<file path="src/rtl/imm_encoder.sv">
// ---------------------------------------------------------------------------
// imm_encoder
//
// Inverse of the core's immediate decoder. A 32-bit immediate is scattered
// into the bit positions of the selected instruction format, on top of a
// base instruction word that supplies opcode/rd/rs/funct bits. Results pass
// through a two-stage valid/ready pipeline (stage A = encode, stage B =
// output) and errored beats are counted by a saturating counter.
//
// Ports:
//   clk, rst_n            clock, asynchronous active-low reset
//   in_valid/in_ready     input handshake
//   in_extop[2:0]         format: 000 I, 001 U, 010 S, 011 B, 100 J,
//                         101 I-shift, 111 none, 110 illegal
//   in_imm[31:0]          immediate in the decoder's output domain
//   in_base[31:0]         instruction template
//   out_valid/out_ready   output handshake
//   out_instr[31:0]       encoded instruction
//   out_err               beat had a range error or illegal extop
//   err_cnt               saturating count of errored beats leaving stage B
//
// Parameters:
//   ERR_CNT_W             width of err_cnt
//   PASS_BASE_ON_ERR      1: errored beats emit in_base unmodified,
//                         0: errored beats emit the truncated encoding
//
// Build option:
//   IMM_ENC_RANGE_CHECK_EN  when defined, immediates that the format cannot
//                           represent raise out_err. When undefined only
//                           extop 110 raises out_err and out-of-range
//                           immediates are silently truncated.
// ---------------------------------------------------------------------------
module imm_encoder #(
   parameter int ERR_CNT_W        = 8,
   parameter bit PASS_BASE_ON_ERR = 1'b0
) (
   input  logic                 clk,
   input  logic                 rst_n,
   input  logic                 in_valid,
   output logic                 in_ready,
   input  logic [2:0]           in_extop,
   input  logic [31:0]          in_imm,
   input  logic [31:0]          in_base,
   output logic                 out_valid,
   input  logic                 out_ready,
   output logic [31:0]          out_instr,
   output logic                 out_err,
   output logic [ERR_CNT_W-1:0] err_cnt
);

   logic                 a_valid_q, a_valid_d;
   logic [31:0]          a_instr_q, a_instr_d;
   logic                 a_err_q,   a_err_d;
   logic                 b_valid_q, b_valid_d;
   logic [31:0]          b_instr_q, b_instr_d;
   logic                 b_err_q,   b_err_d;
   logic [ERR_CNT_W-1:0] err_cnt_q, err_cnt_d;

   logic        a_ready;
   logic        in_fire;
   logic        out_fire;
   logic [31:0] enc_instr;
   logic        enc_err;
   logic        range_bad;

`ifdef IMM_ENC_RANGE_CHECK_EN
   // An immediate is representable when every bit above the format's top
   // field bit is a copy of that sign bit; B/J formats additionally have an
   // implicit zero LSB, and I-shift has no encoding for imm[10].
   logic i_ok;
   logic b_ok;
   logic j_ok;

   always_comb begin
      i_ok      = (&in_imm[31:11]) | ~(|in_imm[31:11]);
      b_ok      = (&in_imm[31:12]) | ~(|in_imm[31:12]);
      j_ok      = (&in_imm[31:20]) | ~(|in_imm[31:20]);
      range_bad = 1'b0;
      case (in_extop)
         3'b000:  range_bad = ~i_ok;
         3'b001:  range_bad = |in_imm[11:0];
         3'b010:  range_bad = ~i_ok;
         3'b011:  range_bad = ~b_ok | in_imm[0];
         3'b100:  range_bad = ~j_ok | in_imm[0];
         3'b101:  range_bad = ~i_ok | in_imm[10];
         default: range_bad = 1'b0;
      endcase
   end
`else
   assign range_bad = 1'b0;
`endif

   // Scatter the immediate into the format's fields over the base word.
   // I-shift keeps base bit 30 so the funct7 distinction (SRLI/SRAI)
   // survives, which is why imm[10] has no home in that format.
   always_comb begin
      enc_instr = in_base;
      enc_err   = range_bad;
      case (in_extop)
         3'b000: enc_instr[31:20] = in_imm[11:0];
         3'b001: enc_instr[31:12] = in_imm[31:12];
         3'b010: begin
            enc_instr[31:25] = in_imm[11:5];
            enc_instr[11:7]  = in_imm[4:0];
         end
         3'b011: begin
            enc_instr[31]    = in_imm[12];
            enc_instr[7]     = in_imm[11];
            enc_instr[30:25] = in_imm[10:5];
            enc_instr[11:8]  = in_imm[4:1];
         end
         3'b100: begin
            enc_instr[31]    = in_imm[20];
            enc_instr[19:12] = in_imm[19:12];
            enc_instr[20]    = in_imm[11];
            enc_instr[30:21] = in_imm[10:1];
         end
         3'b101: begin
            enc_instr[31]    = in_imm[11];
            enc_instr[29:20] = in_imm[9:0];
         end
         3'b110:  enc_err = 1'b1;
         default: enc_err = 1'b0;
      endcase
      if (enc_err && PASS_BASE_ON_ERR) begin
         enc_instr = in_base;
      end
   end

   // Handshake and next-state for both pipeline stages and the error
   // counter. Stage A drains into B whenever B is empty or being emptied,
   // so a full pipeline still sustains one beat per cycle.
   always_comb begin
      a_ready   = ~b_valid_q | out_ready;
      in_ready  = ~a_valid_q | a_ready;
      in_fire   = in_valid & in_ready;
      out_fire  = b_valid_q & out_ready;

      a_valid_d = a_valid_q;
      a_instr_d = a_instr_q;
      a_err_d   = a_err_q;
      b_valid_d = b_valid_q;
      b_instr_d = b_instr_q;
      b_err_d   = b_err_q;
      err_cnt_d = err_cnt_q;

      if (in_fire) begin
         a_valid_d = 1'b1;
         a_instr_d = enc_instr;
         a_err_d   = enc_err;
      end else if (a_ready) begin
         a_valid_d = 1'b0;
      end

      if (a_ready) begin
         b_valid_d = a_valid_q;
         if (a_valid_q) begin
            b_instr_d = a_instr_q;
            b_err_d   = a_err_q;
         end
      end

      if (out_fire && b_err_q && (err_cnt_q != {ERR_CNT_W{1'b1}})) begin
         err_cnt_d = err_cnt_q + ERR_CNT_W'(1);
      end
   end

   // State registers; reset discards any in-flight beats immediately.
   always_ff @(posedge clk or negedge rst_n) begin
      if (!rst_n) begin
         a_valid_q <= 1'b0;
         a_instr_q <= '0;
         a_err_q   <= 1'b0;
         b_valid_q <= 1'b0;
         b_instr_q <= '0;
         b_err_q   <= 1'b0;
         err_cnt_q <= '0;
      end else begin
         a_valid_q <= a_valid_d;
         a_instr_q <= a_instr_d;
         a_err_q   <= a_err_d;
         b_valid_q <= b_valid_d;
         b_instr_q <= b_instr_d;
         b_err_q   <= b_err_d;
         err_cnt_q <= err_cnt_d;
      end
   end

   assign out_valid = b_valid_q;
   assign out_instr = b_instr_q;
   assign out_err   = b_err_q;
   assign err_cnt   = err_cnt_q;

endmodule

</file>
<file path="config.mk">
export PLATFORM = sky130hd
export DESIGN_NAME = imm_encoder
export DESIGN_NICKNAME = d
export VERILOG_FILES = /design/src/rtl/imm_encoder.sv
export SDC_FILE = /design/constraint.sdc
export NUM_CORES = 1
export LEC_CHECK = 0
export CAP_MARGIN = 20
export CORE_MARGIN = 5
export CORE_UTILIZATION = 59
export DETAILED_ROUTE_END_ITERATION = 7
export DONT_BUFFER_PORTS = 1
export PLACE_DENSITY = 0.74
export SYNTH_ARGS = -nofsm -noshare
export SYNTH_HDL_FRONTEND = slang
export SYNTH_SLANG_ARGS = --single-unit
</file>
<file path="constraint.sdc">
create_clock -name clk -period 3.9 [get_ports clk]
set_clock_uncertainty 0.1 [all_clocks]
set_input_delay 0.78 -clock clk [delete_from_list [all_inputs] [get_ports clk]]
set_output_delay 0.78 -clock clk [all_outputs]
set_load 0.05 [all_outputs]
</file>
==> results of run 1 <==
area by class of cell:
class                           count  area, um^2
Sequential cell                    76        1900
Tap cell                           75        93.8
Timing Repair Buffer                1        7.51
Clock inverter                      6        41.3
Multi-Input combinational cell    189        1470
Fill cell                         469        2170
Inverter                            1        3.75
Clock buffer                       10         128
cells in the mapped netlist, drive strengths merged (2+ instances only):
cell type | count | share of area
dfrtp | 76 | 0.55
mux2 | 54 | 0.17
nand2 | 35 | 0.038
o21ai | 29 | 0.042
mux2i | 24 | 0.069
buf | 14 | 0.028
a21oi | 10 | 0.014
nand2b | 6 | 0.011
nor2 | 6 | 0.011
and3 | 3 | 0.0061
nand4 | 3 | 0.0054
xnor2 | 3 | 0.013
a21o | 2 | 0.0043
clkbuf | 2 | 0.0025
nand3 | 2 | 0.0029
nor2b | 2 | 0.0043
layer usage:
| metal | GRT usage | vias up | wire (um) |
|---|---|---|---|
| met1 | 0.223 | 990 | 2730 |
| met4 | 0.0680 | 0 | 85 |
| met3 | 0.0627 | 8 | 644 |
| li1 | - | 991 | - |
| met2 | 0.302 | 80 | 3230 |
| met5 | 0 | - | 0 |
state kept, by name (all words and copies together) (netlist names):
| signal | count |
|---|---|
| err_cnt | 8 |
| a_err_q | 1 |
| out_err | 1 |
| out_instr | 32 |
| a_instr_q | 32 |
| out_valid | 1 |
| a_valid_q | 1 |
power breakdown:
part	internal [W]	total, W	leakage [nW]	switching, W
clock network	0.000230	0.000508	0.0783	0.000278
registers	0.000940	0.00144	0.927	0.000502
logic	0.000155	0.000258	0.612	0.000102
total	0.00133	0.00221	1.62	0.000882
worst paths after layout:
kind,startpoint,endpoint,slack [ns],depth (start not counted)
setup / recovery,out_valid,a_instr_q[22],1.04,3
hold / removal,rst_n,a_instr_q[17],0.04,0
setup reg to reg,out_valid,a_instr_q[22],1.04,3
hold reg to reg,a_instr_q[30],a_instr_q[30],0.38,1
max in group asynchronous,rst_n,a_instr_q[7],3.55,0
min in group clk,a_instr_q[30],a_instr_q[30],0.38,1
through the flow:
step	instance area, um^2	setup slack [ns]	instances	utilization	power (W)
2_1_floorplan	3480	1.50	282	-	0.00166
3_3_place_gp	3470	0.990	342	0.597	0.00170
3_5_place_dp	3470	0.956	342	0.597	0.00173
4_1_cts	3640	1.00	358	0.626	0.00223
5_1_grt	3640	0.868	358	0.626	0.00231
6_report	3640	1.04	358	0.626	0.00221
kinds of logic after synthesis:
family,count (synthesis),share of synthesized area
mux,78,0.244
flops,76,0.547
simple gates,59,0.0842
compound gates,48,0.0770
buf+inv,17,0.0317
xor+xnor,3,0.0130
fa+ha+maj,1,0.00360
==> results.txt, run 1 <==
- RSZ-0062 raised after global routing: no
- Critical-path maximum fanout: 54
- Endpoint class of the critical path: register
- Status: complete, no violations
- The worst setup path is of the register to register kind.
- Detailed placement finished with a half-perimeter wire length of 4.79 mm.
- Count of antenna diodes in the layout: 0
- After technology mapping, the gate count stands at 282.
- Total die area: 7530 um^2
- Slowest cell on the critical path: sky130_fd_sc_hd__nand2_2
- Setup repair bufs after CTS: 0
- Remaining antenna violation count: 0
* Final GP Congestion: about 0.77
- In the finished design, the share of the clock period the worst path needs comes to 0.734.
- Average routed wire per standard cell: approximately 19 um
* Overall Global Routing Usage: 0.184
* Share of async-settable or async-resettable flops after synthesis: 1.00
- Flip-flop and latch count after synthesis: 76
- For this block, the via count after detailed routing is 2069.
- On the worst path, the slowest cell contributes a delay of between 0.9 and 1 ns.
* Setup violation total in the final timing report: 0
- Dividing total power by cell area gives a power density of between 600 and 700 nW/um^2.
- After layout, the minimum clock period comes to around 2.9 ns.
- For this run, design rule violations remaining after detail routing come to 0.
- The clock tree synthesis step divided the H-tree into 3 levels.
* Post-synthesis cell type count: 36
- Leaving out fill and tap cells, the most frequent cell in the layout is sky130_fd_sc_hd__dfrtp_1.
- Buffers & Inverters on Critical Path: 0
- Summed over all layers, the routed wires come to about 6.7 mm.
* Slew at the pin with the worst max-slew slack: 0.941 ns
- After clock tree synthesis, the repair step resized 0 gates.
- The tree is rooted in a sky130_fd_sc_hd__clkbuf_8.
* Data required, critical path: between 4 and 5 ns
* Total CTS buffers: 9
- The kind of cell with the highest combined delay along the critical path is simple AND/OR/NAND/NOR gates.
* Achievable frequency: about 350 MHz
- Post-Synthesis Net Count: ~350
- In this run the core area contains 28 standard-cell rows.
- Number of nets in the layout: 350
- Fraction of layout instances using a drive strength above 1: 0.269
* Count of final hold-check violations: 0
- Area of the core: between 5000 and 6000 um^2
- In this run the deepest clock path goes through 2 buffers.
- Entering global routing, the biggest net connects 77 pins.
- Per-instance average area after synthesis: 12.3 um^2
- Number of I/O pins: 114
- DRT Pass-1 Iters: 4
* Final Slew Violations: 0
* Clock sink count: 76
- Violation count after the first detailed-routing iteration: just under 100
- The die is about 87 um tall.
* First-pass GRT wire length: roughly 11 mm
* Clk Latency, worst-skew pair: ~0.33 ns
- Final hold slack: slightly below 0.04 ns
* CTS clock-pin slew for the worst setup and hold paths: 0.08 ns
* Most used cells in the layout excluding fill and tap cells: sky130_fd_sc_hd__dfrtp_1 (76), sky130_fd_sc_hd__mux2_2 (54), sky130_fd_sc_hd__nand2_1 (34), sky130_fd_sc_hd__mux2i_1 (24), sky130_fd_sc_hd__o21ai_0 (24)
- The number of global-route vias before repair came to about 2200.
* EDFF count, synth: 0
* Width of the chip: between 80 and 90 um
* Static leakage: approximately 1.6 nW
- Yosys warnings: 0
- Data arrives at the worst endpoint at around 3.0 ns.
- Port buffering added 0 buffers.
* Max-capacitance violation count: 0
* TritonCTS clock tree: yes
- Cell-by-cell trace of the critical path: nand3b_1 > nand2_2 > mux2_2
* Netlist Area Pre-Place: roughly 3500 um^2
- Total negative slack: 0 ns
* Total overflow reported by the global router: 0
- The area growth from synthesis to layout is 4.71%.
* Worst min path class: input pin to async pin
- Measured against its own limit, the worst slew margin works out to 0.370.
* Average via count per standard cell: just under 6
- Effective utilization at floorplan: 0.598
- CTS hold repair buffers: 0
- Across the VDD grid, the largest voltage drop is about 0.28 mV.
- The worst setup path is launched from a register.
- Number of antenna violations at the first check in global routing: 0
* Part of the Yosys area used for sequential elements: 0.547
- Among all flip-flop cells after synthesis, the most frequent one is sky130_fd_sc_hd__dfrtp_1.
No activity file was read; power rests on OpenSTA's default activity.
==> run 2: changes to the inputs <==
--- a/config.mk
+++ b/config.mk
@@ -7,7 +7,7 @@
 export LEC_CHECK = 0
 export CAP_MARGIN = 20
 export CORE_MARGIN = 5
-export CORE_UTILIZATION = 59
+export CORE_UTILIZATION = 57
 export DETAILED_ROUTE_END_ITERATION = 7
 export DONT_BUFFER_PORTS = 1
 export PLACE_DENSITY = 0.74
==> constraint.sdc (replaced) <==
create_clock -name clk -period 2.6 [get_ports clk]
set_clock_uncertainty 0.1 [all_clocks]
set_input_delay 0.52 -clock clk [delete_from_list [all_inputs] [get_ports clk]]
set_output_delay 0.52 -clock clk [all_outputs]
set_load 0.05 [all_outputs]
==> results.txt, run 2 (synthesized netlist as in run 1, its figures left out) <==
- Leading cell type in the layout, fill and taps excluded: sky130_fd_sc_hd__dfrtp_1
- Crit path DAT: 2.06 ns (-0.91 ns)
- Final GP Congestion: 0.788 (+2.6%)
- The min-delay analysis places its worst path in the category input pin to register.
* Final Slew Violations: 0 (unchanged)
- Bufs on Longest Clock Path: 2 (unchanged)
- RSZ-0062 raised after global routing: no
- The worst relative slew slack is 0.591 (+0.221).
* Critical-path maximum fanout: 4 (-93%)
- Count of final hold-check violations: 0 (unchanged)
* Largest net degree at the start of global routing: 77 (unchanged)
- The number of antenna cells inserted was 0 (unchanged).
- Overall Global Routing Usage: 0.194 (+0.0105)
- In the layout the commonest cells are sky130_fd_sc_hd__dfrtp_1 (76), sky130_fd_sc_hd__mux2_2 (54), sky130_fd_sc_hd__nand2_1 (34), sky130_fd_sc_hd__mux2i_1 (24), sky130_fd_sc_hd__o21ai_0 (24).
- The iteration-0 DRC count of the detailed router came to 60 (-39%).
- Met2 WL: 3.38 mm (+4.8%)
- CTS clock-pin slew for the worst setup and hold paths: 0.08 ns (about the same)
- The aggregate global routing overflow came to 0 (unchanged).
* Number of global-route vias before repair: 2292 (+3.3%)
- The initial antenna violation count was 0 (unchanged).
* Category of the critical setup timing path: register to register
- TritonCTS clock tree: yes
- Fraction of layout instances using a drive strength above 1: 0.290 (+0.0216)
- The number of gates resized after CTS came to 0 (unchanged).
- DRC errors left: 0 (unchanged)
- Maximum ir drop on the vdd rail: 0.617 mV (+120%)
- Total wire length after detailed routing: 7.02 mm (+5.0%)
* Met3 wire length: 702 um (+9.0%)
- The remaining antenna violation count came to 0 (unchanged).
* Total negative slack: 0 ns (unchanged)
* DRT Pass-1 Iters: 4 (unchanged)
- The sink count of the clock tree was 76 (unchanged).
- Width of the chip: 88.1 um (+1.5%)
* Total CTS buffers: 9 (unchanged)
* Synth-to-layout area growth: 9.24%
* Endpoint class of the critical path: register
- The met1 wire length came to 2.85 mm (+4.4%).
* Average via count per standard cell: 5.81 (+0.57%)
- The number of I/O port buffers was 0 (unchanged).
- Power per unit of standard cell area: 943 nW/um^2 (+56%)
- The highest clock rate came to 517 MHz (+48%).
- The post-CTS repair timing setup buffer count is 0 (unchanged).
- Root Driver: sky130_fd_sc_hd__clkbuf_8
- In this run the top signal layer used is met4.
- The wire length of the first global-routing pass was 11.3 mm (+6.3%).
* Setup violation total in the final timing report: 0 (unchanged)
- The final critical-path required period is 1.93 ns (-0.927 ns).
- The clock latency reported for the late side of the worst-skew pair was 0.34 ns (about the same).
- Total die area: 7760 um^2 (+3.1%)
- The hold buffer count at cts was 2 (+2).
* Number of nets in the layout: 360 (+2.9%)
- The data required time at the worst endpoint is 2.72 ns (-1.29 ns).
- The total power consumption of the routed design is 0.00359 W (+62%).
* Effective utilization at floorplan: 0.587 (-0.0106)
- The vertical die dimension came to 88.1 um (+1.5%).
- Maximum level of the CTS H-tree: 3 (unchanged)
- Status: complete, no violations
- The placeable core region is 5920 um^2 (+1.8%).
- The reported leakage power came to 1.70 nW (+5.2%).
- Detailed placement HPWL: 4.91 mm (+2.6%)
- Sort of element at the start of the critical path: register
- Final hold slack: 0.171 ns (+0.133 ns)
- Slew at the pin with the worst max-slew slack: 0.610 ns (-0.331 ns)
* Vias after detailed routing: 2139 (+3.4%)
* Max-capacitance violation count: 0 (unchanged)
- Number of I/O pins: 114 (unchanged)
* Average routed wire per standard cell: 19.1 um (+2.1%)
- Final period util: 0.744 (+0.0102)
- Number of placement rows: 28 (unchanged)
[run 2: area by class of cell]
| type | count | area (um^2) |
|---|---|---|
| Fill cell | 460 | 2120 |
| Sequential cell | 76 | 1900 |
| Multi-Input combinational cell | 189 | 1470 |
| Clock buffer | 10 | 128 |
| Timing Repair Buffer | 11 | 118 |
| Tap cell | 75 | 93.8 |
| Clock inverter | 6 | 88.8 |
| Inverter | 1 | 3.75 |
[run 2: critical path: stages (launching register included)]
cell,delay [ns]
sky130_fd_sc_hd__dfrtp_1,0.34
sky130_fd_sc_hd__buf_4,0.22
sky130_fd_sc_hd__ha_1,0.24
sky130_fd_sc_hd__nand4_1,0.19
sky130_fd_sc_hd__o21ai_0,0.36
sky130_fd_sc_hd__mux2_2,0.37
[run 2: where the power goes]
part           internal (W)  switching (W)  total, W
Sequential          0.00141       0.000649   0.00206
Clock              0.000541       0.000430  0.000971
Combinational      0.000271       0.000282  0.000553
Total               0.00222        0.00136   0.00359
[run 2: metrics by stage]
step / setup slack, ns / cell area (um^2) / utilization / instances
2_1_floorplan: 0.288 / 3480 / - / 282
3_3_place_gp: 0.744 / 3550 / 0.599 / 350
3_5_place_dp: 0.694 / 3550 / 0.599 / 350
4_1_cts: 0.681 / 3800 / 0.642 / 368
5_1_grt: 0.513 / 3800 / 0.642 / 368
6_report: 0.665 / 3800 / 0.642 / 368
[run 2: worst paths after layout]
| kind | startpoint | end | slack (ns) | cells after the start |
|---|---|---|---|---|
| min in group asynchronous | rst_n | out_instr[17] | 0.63 | 2 |
| max in group asynchronous | rst_n | a_instr_q[26] | 1.45 | 2 |
| max | err_cnt[0] | err_cnt[1] | 0.67 | 5 |
| min reg2reg | a_instr_q[15] | a_instr_q[15] | 0.38 | 2 |
| max reg2reg | err_cnt[0] | err_cnt[1] | 0.67 | 5 |
| min | in_extop[0] | a_err_q | 0.17 | 1 |
[run 2: routing by layer]
layer,vias to the layer above,global-route usage
li1,1009,-
met1,1036,0.246
met4,0,0.0824
met2,87,0.306
met5,-,0
met3,7,0.0649
